`config.mk`:
```
export PLATFORM = sky130hd
export DESIGN_NAME = boid_fb_writer_flat
export DESIGN_NICKNAME = d
export VERILOG_FILES = /design/src/rtl/boid_fb_writer_if.sv /design/src/rtl/boid_fb_writer.sv /design/src/flat_wrapper.sv
export SDC_FILE = /design/constraint.sdc
export NUM_CORES = 1
export LEC_CHECK = 0
export CORE_ASPECT_RATIO = 2
export CORE_MARGIN = 1
export CORE_UTILIZATION = 40
export CTS_CLUSTER_SIZE = 40
export DETAILED_ROUTE_END_ITERATION = 8
export GPL_ROUTABILITY_DRIVEN = 0
export PLACE_DENSITY = 0.57
export REMOVE_ABC_BUFFERS = 1
export SETUP_SLACK_MARGIN = 0.15
export SLEW_MARGIN = 25
export SYNTH_ARGS = -nofsm -noshare
export SYNTH_HDL_FRONTEND = slang
export SYNTH_SLANG_ARGS = --single-unit
```
`constraint.sdc`:
```
create_clock -name clk -period 6.7 [get_ports clk]
set_input_delay 1.34 -clock clk [delete_from_list [all_inputs] [get_ports clk]]
set_output_delay 1.34 -clock clk [all_outputs]
set_load 0.03 [all_outputs]
```
`src/rtl/boid_fb_writer_if.sv`:
```
// Boid request stream, frame control pulses and frame-buffer RAM write port
// of the boid frame-buffer writer, bundled so both ends share one definition.
interface boid_fb_writer_if #(
    parameter int X_WIDTH       = 8,
    parameter int Y_WIDTH       = 7,
    parameter int ADDRESS_WIDTH = 15,
    parameter int DATA_WIDTH    = 8
) ();
    logic                     frame_start;
    logic                     boid_valid;
    logic                     boid_ready;
    logic [X_WIDTH-1:0]       boid_x;
    logic [Y_WIDTH-1:0]       boid_y;
    logic [DATA_WIDTH-1:0]    boid_color;
    logic                     ram_wEn;
    logic [ADDRESS_WIDTH-1:0] ram_addr;
    logic [DATA_WIDTH-1:0]    ram_dataIn;
    logic                     busy;
    logic                     clear_done;

    // Side that issues frames and boids and observes the RAM write port
    modport master (
        output frame_start, boid_valid, boid_x, boid_y, boid_color,
        input  boid_ready, ram_wEn, ram_addr, ram_dataIn, busy, clear_done
    );

    // Writer side: consumes frames and boids, drives the RAM write port
    modport slave (
        input  frame_start, boid_valid, boid_x, boid_y, boid_color,
        output boid_ready, ram_wEn, ram_addr, ram_dataIn, busy, clear_done
    );
endinterface

```
`src/rtl/boid_fb_writer.sv`:
```
// Frame-buffer write-port driver: clears the whole buffer on frame_start, then
// plots each accepted boid as a SIZE x SIZE square, one registered write per clock.
module boid_fb_writer #(
    parameter int                    SCREEN_W      = 160,
    parameter int                    SCREEN_H      = 120,
    parameter int                    X_WIDTH       = 8,
    parameter int                    Y_WIDTH       = 7,
    parameter int                    ADDRESS_WIDTH = 15,
    parameter int                    DATA_WIDTH    = 8,
    parameter int                    SIZE          = 2,
    parameter logic [DATA_WIDTH-1:0] BG_COLOR      = '0
) (
    input  logic            clk,
    input  logic            reset_n,
    boid_fb_writer_if.slave bus
);
    localparam int NUM_PIXELS = SCREEN_W * SCREEN_H;
    // One extra bit so the sweep counter can hold NUM_PIXELS itself as its end marker
    localparam int CNT_WIDTH  = ADDRESS_WIDTH + 1;
    // Square offsets run 0..SIZE, SIZE being at most 4
    localparam int OFS_WIDTH  = 3;

    typedef enum logic [1:0] {
        IDLE  = 2'd0,
        CLEAR = 2'd1,
        PLOT  = 2'd2
    } state_e;

    state_e                   state_q, state_d;
    logic                     busy_q;
    logic [CNT_WIDTH-1:0]     clrAddr_q, clrAddr_d;
    logic [OFS_WIDTH-1:0]     dx_q, dx_d, dy_q, dy_d;
    logic [X_WIDTH-1:0]       boidX_q, boidX_d;
    logic [Y_WIDTH-1:0]       boidY_q, boidY_d;
    logic [DATA_WIDTH-1:0]    boidColor_q, boidColor_d;
    logic                     ramWEn_q, ramWEn_d;
    logic [ADDRESS_WIDTH-1:0] ramAddr_q, ramAddr_d;
    logic [DATA_WIDTH-1:0]    ramData_q, ramData_d;
    logic                     clearDone_q, clearDone_d;

    logic                     accept;
    logic                     clearLast;
    logic                     plotLast;
    logic [OFS_WIDTH-1:0]     curDx, curDy, nextDx, nextDy;
    logic [31:0]              pixX, pixY;
    logic                     pixOnScreen;
    logic [ADDRESS_WIDTH-1:0] pixAddr;

    assign bus.boid_ready = (state_q == IDLE) && !bus.frame_start && reset_n;
    assign accept         = bus.boid_valid && bus.boid_ready;

    // The sweep has issued every address once the counter reaches NUM_PIXELS
    assign clearLast = (state_q == CLEAR) && (clrAddr_q == CNT_WIDTH'(NUM_PIXELS));
    // dy reaching SIZE means every pixel of the square has had its cycle
    assign plotLast  = (state_q == PLOT) && (32'(dy_q) == 32'(SIZE));

    // Pixel for the next write: the first one comes straight from the handshake inputs,
    // later ones from the latched boid; also works out the offsets of the pixel after it
    always_comb begin
        curDx = '0;
        curDy = '0;
        pixX  = 32'(bus.boid_x);
        pixY  = 32'(bus.boid_y);
        if (state_q == PLOT) begin
            curDx = dx_q;
            curDy = dy_q;
            pixX  = 32'(boidX_q) + 32'(dx_q);
            pixY  = 32'(boidY_q) + 32'(dy_q);
        end
        if (32'(curDx) == 32'(SIZE - 1)) begin
            nextDx = '0;
            nextDy = curDy + OFS_WIDTH'(1);
        end else begin
            nextDx = curDx + OFS_WIDTH'(1);
            nextDy = curDy;
        end
    end

    // Pixels past the right or bottom edge are skipped, never wrapped
    assign pixOnScreen = (pixX < 32'(SCREEN_W)) && (pixY < 32'(SCREEN_H));
    assign pixAddr     = ADDRESS_WIDTH'(pixY * 32'(SCREEN_W) + pixX);

    // State register; busy is registered alongside so it tracks the state exactly
    always_ff @(posedge clk or negedge reset_n) begin
        if (!reset_n) begin
            state_q <= IDLE;
            busy_q  <= 1'b0;
        end else begin
            state_q <= state_d;
            busy_q  <= (state_d != IDLE);
        end
    end

    // Next state: frame_start restarts the clear from any state, ahead of a handshake
    always_comb begin
        state_d = state_q;
        if (bus.frame_start) begin
            state_d = CLEAR;
        end else begin
            case (state_q)
                IDLE:    if (accept) state_d = PLOT;
                CLEAR:   if (clearLast) state_d = IDLE;
                PLOT:    if (plotLast) state_d = IDLE;
                default: state_d = IDLE;
            endcase
        end
    end

    // Next values of the RAM port, the sweep/offset counters and the latched boid;
    // address and data hold whenever no write is issued
    always_comb begin
        ramWEn_d    = 1'b0;
        ramAddr_d   = ramAddr_q;
        ramData_d   = ramData_q;
        clearDone_d = 1'b0;
        clrAddr_d   = clrAddr_q;
        dx_d        = dx_q;
        dy_d        = dy_q;
        boidX_d     = boidX_q;
        boidY_d     = boidY_q;
        boidColor_d = boidColor_q;
        if (bus.frame_start) begin
            ramWEn_d  = 1'b1;
            ramAddr_d = '0;
            ramData_d = BG_COLOR;
            clrAddr_d = CNT_WIDTH'(1);
        end else begin
            case (state_q)
                IDLE: begin
                    if (accept) begin
                        boidX_d     = bus.boid_x;
                        boidY_d     = bus.boid_y;
                        boidColor_d = bus.boid_color;
                        dx_d        = nextDx;
                        dy_d        = nextDy;
                        ramWEn_d    = pixOnScreen;
                        if (pixOnScreen) begin
                            ramAddr_d = pixAddr;
                            ramData_d = bus.boid_color;
                        end
                    end
                end
                CLEAR: begin
                    if (clearLast) begin
                        clearDone_d = 1'b1;
                    end else begin
                        ramWEn_d  = 1'b1;
                        ramAddr_d = clrAddr_q[ADDRESS_WIDTH-1:0];
                        ramData_d = BG_COLOR;
                        clrAddr_d = clrAddr_q + CNT_WIDTH'(1);
                    end
                end
                PLOT: begin
                    if (!plotLast) begin
                        dx_d     = nextDx;
                        dy_d     = nextDy;
                        ramWEn_d = pixOnScreen;
                        if (pixOnScreen) begin
                            ramAddr_d = pixAddr;
                            ramData_d = boidColor_q;
                        end
                    end
                end
                default: ;
            endcase
        end
    end

    // Datapath registers; reset drops the write enable at once and loses any boid or sweep
    always_ff @(posedge clk or negedge reset_n) begin
        if (!reset_n) begin
            ramWEn_q    <= 1'b0;
            ramAddr_q   <= '0;
            ramData_q   <= '0;
            clearDone_q <= 1'b0;
            clrAddr_q   <= '0;
            dx_q        <= '0;
            dy_q        <= '0;
            boidX_q     <= '0;
            boidY_q     <= '0;
            boidColor_q <= '0;
        end else begin
            ramWEn_q    <= ramWEn_d;
            ramAddr_q   <= ramAddr_d;
            ramData_q   <= ramData_d;
            clearDone_q <= clearDone_d;
            clrAddr_q   <= clrAddr_d;
            dx_q        <= dx_d;
            dy_q        <= dy_d;
            boidX_q     <= boidX_d;
            boidY_q     <= boidY_d;
            boidColor_q <= boidColor_d;
        end
    end

    assign bus.ram_wEn    = ramWEn_q;
    assign bus.ram_addr   = ramAddr_q;
    assign bus.ram_dataIn = ramData_q;
    assign bus.busy       = busy_q;
    assign bus.clear_done = clearDone_q;
endmodule
```
`src/flat_wrapper.sv`:
```
// flat-port wrapper written by rule: the top's interface ports become plain ports
module boid_fb_writer_flat 
#(
    parameter int                    SCREEN_W      = 160,
    parameter int                    SCREEN_H      = 120,
    parameter int                    X_WIDTH       = 8,
    parameter int                    Y_WIDTH       = 7,
    parameter int                    ADDRESS_WIDTH = 15,
    parameter int                    DATA_WIDTH    = 8,
    parameter int                    SIZE          = 2,
    parameter logic [DATA_WIDTH-1:0] BG_COLOR      = '0
)
  (clk, reset_n, bus_frame_start, bus_boid_valid, bus_boid_x, bus_boid_y, bus_boid_color, bus_boid_ready, bus_ram_wEn, bus_ram_addr, bus_ram_dataIn, bus_busy, bus_clear_done);
  boid_fb_writer_if #(.X_WIDTH(X_WIDTH), .Y_WIDTH(Y_WIDTH), .ADDRESS_WIDTH(ADDRESS_WIDTH), .DATA_WIDTH(DATA_WIDTH)) bus_i ();
  input  logic clk;
  input  logic reset_n;
  input wire logic [$bits(bus_i.frame_start)-1:0] bus_frame_start;
  input wire logic [$bits(bus_i.boid_valid)-1:0] bus_boid_valid;
  input wire logic [$bits(bus_i.boid_x)-1:0] bus_boid_x;
  input wire logic [$bits(bus_i.boid_y)-1:0] bus_boid_y;
  input wire logic [$bits(bus_i.boid_color)-1:0] bus_boid_color;
  output wire logic [$bits(bus_i.boid_ready)-1:0] bus_boid_ready;
  output wire logic [$bits(bus_i.ram_wEn)-1:0] bus_ram_wEn;
  output wire logic [$bits(bus_i.ram_addr)-1:0] bus_ram_addr;
  output wire logic [$bits(bus_i.ram_dataIn)-1:0] bus_ram_dataIn;
  output wire logic [$bits(bus_i.busy)-1:0] bus_busy;
  output wire logic [$bits(bus_i.clear_done)-1:0] bus_clear_done;
  assign bus_i.frame_start = bus_frame_start;
  assign bus_i.boid_valid = bus_boid_valid;
  assign bus_i.boid_x = bus_boid_x;
  assign bus_i.boid_y = bus_boid_y;
  assign bus_i.boid_color = bus_boid_color;
  assign bus_boid_ready = bus_i.boid_ready;
  assign bus_ram_wEn = bus_i.ram_wEn;
  assign bus_ram_addr = bus_i.ram_addr;
  assign bus_ram_dataIn = bus_i.ram_dataIn;
  assign bus_busy = bus_i.busy;
  assign bus_clear_done = bus_i.clear_done;
  boid_fb_writer #(.SCREEN_W(SCREEN_W), .SCREEN_H(SCREEN_H), .X_WIDTH(X_WIDTH), .Y_WIDTH(Y_WIDTH), .ADDRESS_WIDTH(ADDRESS_WIDTH), .DATA_WIDTH(DATA_WIDTH), .SIZE(SIZE), .BG_COLOR(BG_COLOR)) u_core (.clk(clk), .reset_n(reset_n), .bus(bus_i));
endmodule
```
==> run_results.csv, run 1 <==
group,metric,value,unit
sta,final.setup.tns,0,ns
synthesis,yosysWarningCount,0,
cts,insertion_delay,0.33,ns
final_layout,drive_gt1_share,11.9,%
cts,cts_buffer_depth,2,
global_route,grt_use_met2,36.9,%
floorplan,dieArea,12000,um^2
detailed_routing,vias_per_cell,5.49,
detailed_routing,routed_wirelength,11100,um
global_route,track_usage,19.8,%
synthesis,yosys.area.top_type,"dfrtp_1",
flow_run,drv_cap,0,
floorplan,fp.dieH,154,um
critical_path,worstPathRequired,6.91,ns
floorplan,die_w,78.1,um
global_route,grt_max_degree,74,
sta,tightest_slew,0.836,ns
power_and_ir_drop,p_leak,2.62,nW
synthesis,synth_area_leaders,"dfrtp_1, mux2_2, ha_1, a21oi_1, nand2_1",
critical_path,path_buf_inv,3,
floorplan,initial_core_util,41.0,%
final_layout,nNetsFinal,583,
sta,fmax,219,MHz
sta,fin_crit_sh,68.2,%
sta,clock_skew,0.00654,ns
placed_design,io_buffers,53,
cts,htreeDepth,3,
outcome,outcome,"finished clean",
critical_path,path_cells,"inv_1, ha_1, inv_1, nor4_1, a211oi_4, inv_1, ha_1, ha_1, a211o_1, and3_1, nor4_1, xnor2_1, nor2_1, a21oi_1, nor2_1, mux2_1",
global_route,grt_use_met3,3.15,%
sta,finalMaxSlewViolations,0,
placed_design,post-place-cells,656,
cts,cts_setup_buffers,0,
synthesis,syn_avg_cell_area,9.75,um^2
synthesis,ys_seq_area_share,39.5,%
cts,root_buffer,"clkbuf_16",
synthesis,synth_seq_cells,73,
cts,ctsResizeCount,0,
synthesis,ys_top_cells_by_count,"dfrtp_1, nand2_1, nor2_1",
critical_path,slowest_delay,0.62,ns
sta,slew-limit-headroom,43.4,%
final_layout,instances_no_fill,672,
detailed_routing,final_antenna_net_count,0,
cts,cts_made_buffers,9,
detailed_routing,wl_per_cell,16.5,um
critical_path,cp-end-kind,"flip-flop",
sta,hold_violations,0,
synthesis,ys.flop_type,"dfrtp_1",
global_route,grt_use_met1,20.2,%
detailed_routing,drtPass1Iterations,4,
global_route,grt-busiest-layer,"met2",
cts,cts_tree,"done",
synthesis,synthCells,475,
detailed_routing,drcViolationCount,0,
synthesis,synth_top_area_share,39.5,%
power_and_ir_drop,ir_worst_vdd,118,uV
global_route,grt_first_pass_wirelength,18300,um
synthesis,synth_most_common_cell,"dfrtp_1",
synthesis,synth-edff-count,0,
critical_path,critPathKind,"flip-flop to flip-flop",
critical_path,worstPathMaxFanout,17,
critical_path,start_kind,"flip-flop",
floorplan,rows,55,
critical_path,worstPathArrival,4.78,ns
cts,cts.sinks,73,
critical_path,crit_family,"simple AND/OR/NAND/NOR gates",
power_and_ir_drop,power_density,201,nW/um^2
cts,holdBufCountCts,0,
final_layout,area_delta_synth_final,22.0,%
placed_design,dpl.hpwl,8300,um
sta,min_period,4.57,ns
sta,rsz0062_at_grt,"no",
floorplan,coreArea,11300,um^2
detailed_routing,drt-initial-drc-count,147,
cts,path_clk_slew,0.06,ns
critical_path,slowest_stage,"ha_1",
sta,finalSetupViolCount,0,
global_route,grt_overflow_total,0,
synthesis,synth_cell_types,51,
worst_hold_path,min_path_type,"flip-flop to flip-flop",
detailed_routing,vias,3692,
global_route,grt_antenna_before_repair,0,
final_layout,n_antenna_cell,0,
synthesis,synth_area,4630,um^2
global_route,grt_pass1_vias,3777,
floorplan,ioPinCount,54,
synthesis,synthArstFlopShare,100,%
==> flip-flops by register name, indices dropped and copies added (netlist names), 2 cells and up <==
signal	flops
u_core.bus.ram_addr	15
u_core.boidColor_q	8
u_core.dy_q	3
u_core.state_q	2
u_core.boidY_q	7
u_core.clrAddr_q	16
u_core.boidX_q	8
u_core.bus.ram_dataIn	8
u_core.dx_q	3
==> final timing paths <==
kind	start	end	slack, ns	cells after the start
max	u_core.state_q[0]$_DFF_PN0_	u_core.bus.ram_addr[12]$_DFFE_PN0P_	2.13	16
min	u_core.bus.ram_addr[6]$_DFFE_PN0P_	u_core.bus.ram_addr[6]$_DFFE_PN0P_	0.49	1
max reg2reg	u_core.state_q[0]$_DFF_PN0_	u_core.bus.ram_addr[12]$_DFFE_PN0P_	2.13	16
max in group asynchronous	reset_n	u_core.boidY_q[5]$_DFFE_PN0P_	5.08	2
min reg2reg	u_core.bus.ram_addr[6]$_DFFE_PN0P_	u_core.bus.ram_addr[6]$_DFFE_PN0P_	0.49	1
min in group asynchronous	reset_n	u_core.boidX_q[2]$_DFFE_PN0P_	1.16	2
==> layer usage <==
layer / routed length, um / part of all wire, % / vias to the layer above
met5: 0 / 0 / -
met3: 306 / 2.8 / 28
met1: 4080 / 37 / 1796
met2: 6210 / 56 / 71
met4: 468 / 4.2 / 0
li1: - / - / 1797
==> cell type report <==
class / instances / area, um^2
Tap cell: 142 / 178
Clock buffer: 12 / 256
Clock inverter: 4 / 98.8
Sequential cell: 73 / 1830
Multi-Input combinational cell: 365 / 2650
Fill cell: 1085 / 5640
Inverter: 17 / 63.8
Timing Repair Buffer: 59 / 577
==> power breakdown <==
| part | switching, mW | total, mW | internal (mW) |
|---|---|---|---|
| Clock | 0.183 | 0.568 | 0.385 |
| Combinational | 0.0618 | 0.114 | 0.0521 |
| Sequential | 0.00553 | 0.450 | 0.445 |
==> logic make-up after synthesis <==
group	after synthesis	share of synthesized area [%]
mux	46	11.0
compound gates	96	13.9
fa+ha+maj	32	9.24
flops	73	39.5
simple gates	160	17.2
buf+inv	37	3.38
xor+xnor	31	5.86
==> placed cells by master (no fill, tap or decap), drive strengths merged, types with 7 or more instances in the layout <==
cell type      count
dfrtp             73
clkdlybuf4s50     52
nand2             42
nor2              40
mux2              40
a21oi             33
ha                27
nor3              23
o21ai             21
inv               17
xnor2             17
xor2              14
clkbuf            12
o21a              11
nand4             10
nand3              9
a211oi             9
or3                7
nor2b              7
buf                7
==> through the flow <==
step           total power, mW  hold WS [ns]  setup WS [ns]  util [%]  area, um^2
2_1_floorplan            0.523         0.480           2.11         -        4540
3_3_place_gp             0.572         0.474           1.91      46.9        5290
3_5_place_dp             0.574         0.477           1.92      46.9        5290
4_1_cts                   1.15         0.490           2.06      50.0        5640
5_1_grt                   1.18         0.494           1.75      50.0        5650
6_report                  1.13         0.487           2.13      50.0        5650
Note: power is estimated with default switching activity, not from simulation.
==> inputs of run 2 (changes only) <==
PLACE_DENSITY = 0.6   (was 0.57)
clock period = 3.9 ns   (was 6.7 ns; I/O delays follow)
==> run_results.csv, run 2 (same netlist as run 1, synthesis figures left out) <==
group,metric,value,unit
worst_hold_path,whs_endpoint,"u_core.bus.ram_addr[5]$_DFFE_PN0P_",
detailed_routing,vias,3880,
critical_path,worstPathMaxFanout,3,
critical_path,worstPathRequired,4.12,ns
sta,finalMaxSlewViolations,0,
floorplan,ioPinCount,54,
final_layout,fin_util,54.1,%
sta,slew-limit-headroom,47.9,%
critical_path,reg2reg_from,"u_core.boidY_q[0]$_DFFE_PN0P_",
placed_design,dpl.hpwl,8250,um
sta,hold_ws,0.482,ns
cts,cts.sinks,73,
cts,cts_buffer_depth,2,
critical_path,cp-end-kind,"flip-flop",
final_layout,nNetsFinal,622,
floorplan,initial_core_util,41.0,%
sta,tightest_slew,0.770,ns
final_layout,area_delta_synth_final,31.9,%
global_route,grt_pass1_vias,4085,
critical_path,reg2reg_depth,18,
detailed_routing,final_antenna_net_count,0,
final_layout,multi_input_area,2890,um^2
sta,fin_crit_sh,98.6,%
sta,hold_violations,0,
cts,holdBufCountCts,0,
global_route,grt_overflow_total,0,
placed_design,post-place-cells,686,
final_layout,drive_gt1_share,24.8,%
final_layout,regMostFlops,"u_core.clrAddr_q",
sta,fmax,260,MHz
sta,finalSetupViolCount,0,
detailed_routing,drtPass1Iterations,5,
sta,clock_skew,0.00987,ns
cts,root_buffer,"clkbuf_16",
placed_design,io_buffers,53,
power_and_ir_drop,p_leak,2.77,nW
final_layout,mostFrequentLayoutCells,"dfrtp_1, clkdlybuf4s50_1, buf_4",
detailed_routing,vias_per_cell,5.46,
outcome,outcome,"finished clean",
cts,cts_made_buffers,9,
detailed_routing,wl_per_cell,16.4,um
final_layout,largest_register_ff_count,16,
floorplan,die_w,78.1,um
detailed_routing,drcViolationCount,0,
final_layout,final_common_cell,"dfrtp_1",
final_layout,fillers,999,
critical_path,worstPathArrival,4.07,ns
power_and_ir_drop,total_power,1.81,mW
global_route,grt_antenna_before_repair,0,
global_route,track_usage,20.5,%
power_and_ir_drop,power_density,296,nW/um^2
power_and_ir_drop,ir_worst_vdd,364,uV
floorplan,dieArea,12000,um^2
global_route,grt_max_degree,74,
critical_path,start_kind,"flip-flop",
worst_hold_path,min_path_cells,1,
detailed_routing,drt-initial-drc-count,195,
floorplan,fp.dieH,154,um
final_layout,area.sequential,1830,um^2
critical_path,regToRegSetupSlack,0.05,ns
critical_path,critPathKind,"flip-flop to flip-flop",
global_route,grt_first_pass_wirelength,19300,um
cts,cts_tree,"done",
sta,min_period,3.85,ns
sta,rsz0062_at_grt,"yes",
cts,htreeDepth,3,
floorplan,coreArea,11300,um^2
cts,insertion_delay,0.34,ns
worst_hold_path,min_path_type,"flip-flop to flip-flop",
final_layout,instances_no_fill,711,
critical_path,regToRegEndpoint,"u_core.bus.ram_addr[12]$_DFFE_PN0P_",
final_layout,n_antenna_cell,0,
placed_design,place_area,5510,um^2
cts,path_clk_slew,0.06,ns
detailed_routing,routed_wirelength,11600,um
final_layout,fin_area,6110,um^2
worst_hold_path,hp-start,"u_core.bus.ram_addr[5]$_DFFE_PN0P_",
flow_run,drv_cap,0,
floorplan,rows,55,
[run 2: where the power goes]
| part | internal [mW] | total [mW] | switching (mW) | leakage [nW] |
|---|---|---|---|---|
| Combinational | 0.132 | 0.264 | 0.132 | 1.65 |
| Clock | 0.432 | 0.772 | 0.340 | 0.129 |
| Sequential | 0.764 | 0.774 | 0.00960 | 0.993 |
[run 2: critical path, stage by stage, from the launching register on]
cell and delay (ns):
dfrtp_1 0.41, ha_4 0.18, fa_2 0.37, buf_4 0.16, xnor2_2 0.16, a21oi_2 0.08
buf_4 0.15, ha_4 0.26, inv_2 0.04, fa_2 0.57, and3b_1 0.19, a221oi_2 0.29
nor4_2 0.06, buf_4 0.15, xnor2_2 0.12, nor2_1 0.06, a21oi_1 0.13, nor2_1 0.07
mux2_4 0.28
[run 2: area by class of cell]
type / count / share of cell area, %
Multi-Input combinational cell: 365 / 47.3
Clock inverter: 6 / 0.697
Sequential cell: 73 / 29.9
Timing Repair Buffer: 98 / 14.4
Tap cell: 142 / 2.91
Clock buffer: 10 / 3.75
Inverter: 17 / 1.04
[run 2: metrics by stage]
stage	setup WS [ns]	setup TNS (ns)
after CTS	0.0744	0
after floorplan	-0.694	-3.84
after global routing	-0.155	-0.425
final	0.0531	0
after global placement	-0.108	-0.138
after detailed placement	-0.174	-0.444
[run 2: what timing repair did]
item	in CTS	in global routing
hold endpoints to repair	0	0
pin swaps	21	16
setup buffers	6	3
setup endpoints to repair	5	6
resized for setup	30	18
[run 2: worst max path at each step]
stage / end / slack, ns / from
after floorplan: u_core.bus.ram_addr[12]$_DFFE_PN0P_ / -0.69 / u_core.state_q[0]$_DFF_PN0_
after global placement: u_core.bus.ram_addr[12]$_DFFE_PN0P_ / -0.11 / bus_boid_y[3]
after detailed placement: u_core.bus.ram_addr[12]$_DFFE_PN0P_ / -0.17 / bus_boid_y[3]
after CTS: u_core.bus.ram_addr[12]$_DFFE_PN0P_ / 0.07 / u_core.dy_q[0]$_DFFE_PN0P_
after global routing: u_core.bus.ram_addr[10]$_DFFE_PN0P_ / -0.15 / u_core.boidY_q[0]$_DFFE_PN0P_
final: u_core.bus.ram_addr[12]$_DFFE_PN0P_ / 0.05 / u_core.boidY_q[0]$_DFFE_PN0P_
[run 2: layer usage]
layer  up-vias  wire length (um)  GRT usage (%)
met1      1891              4300           21.7
met2        91              6580           38.1
met4         0               418           10.3
met3        33               342           3.44
met5         -                 0              0
li1       1865                 -              -
==> inputs of run 3 (changes only) <==
GPL_ROUTABILITY_DRIVEN = default   (was 0)
==> results of run 3 <==
Final layout, timing and power as in run 2 (identical DEF).
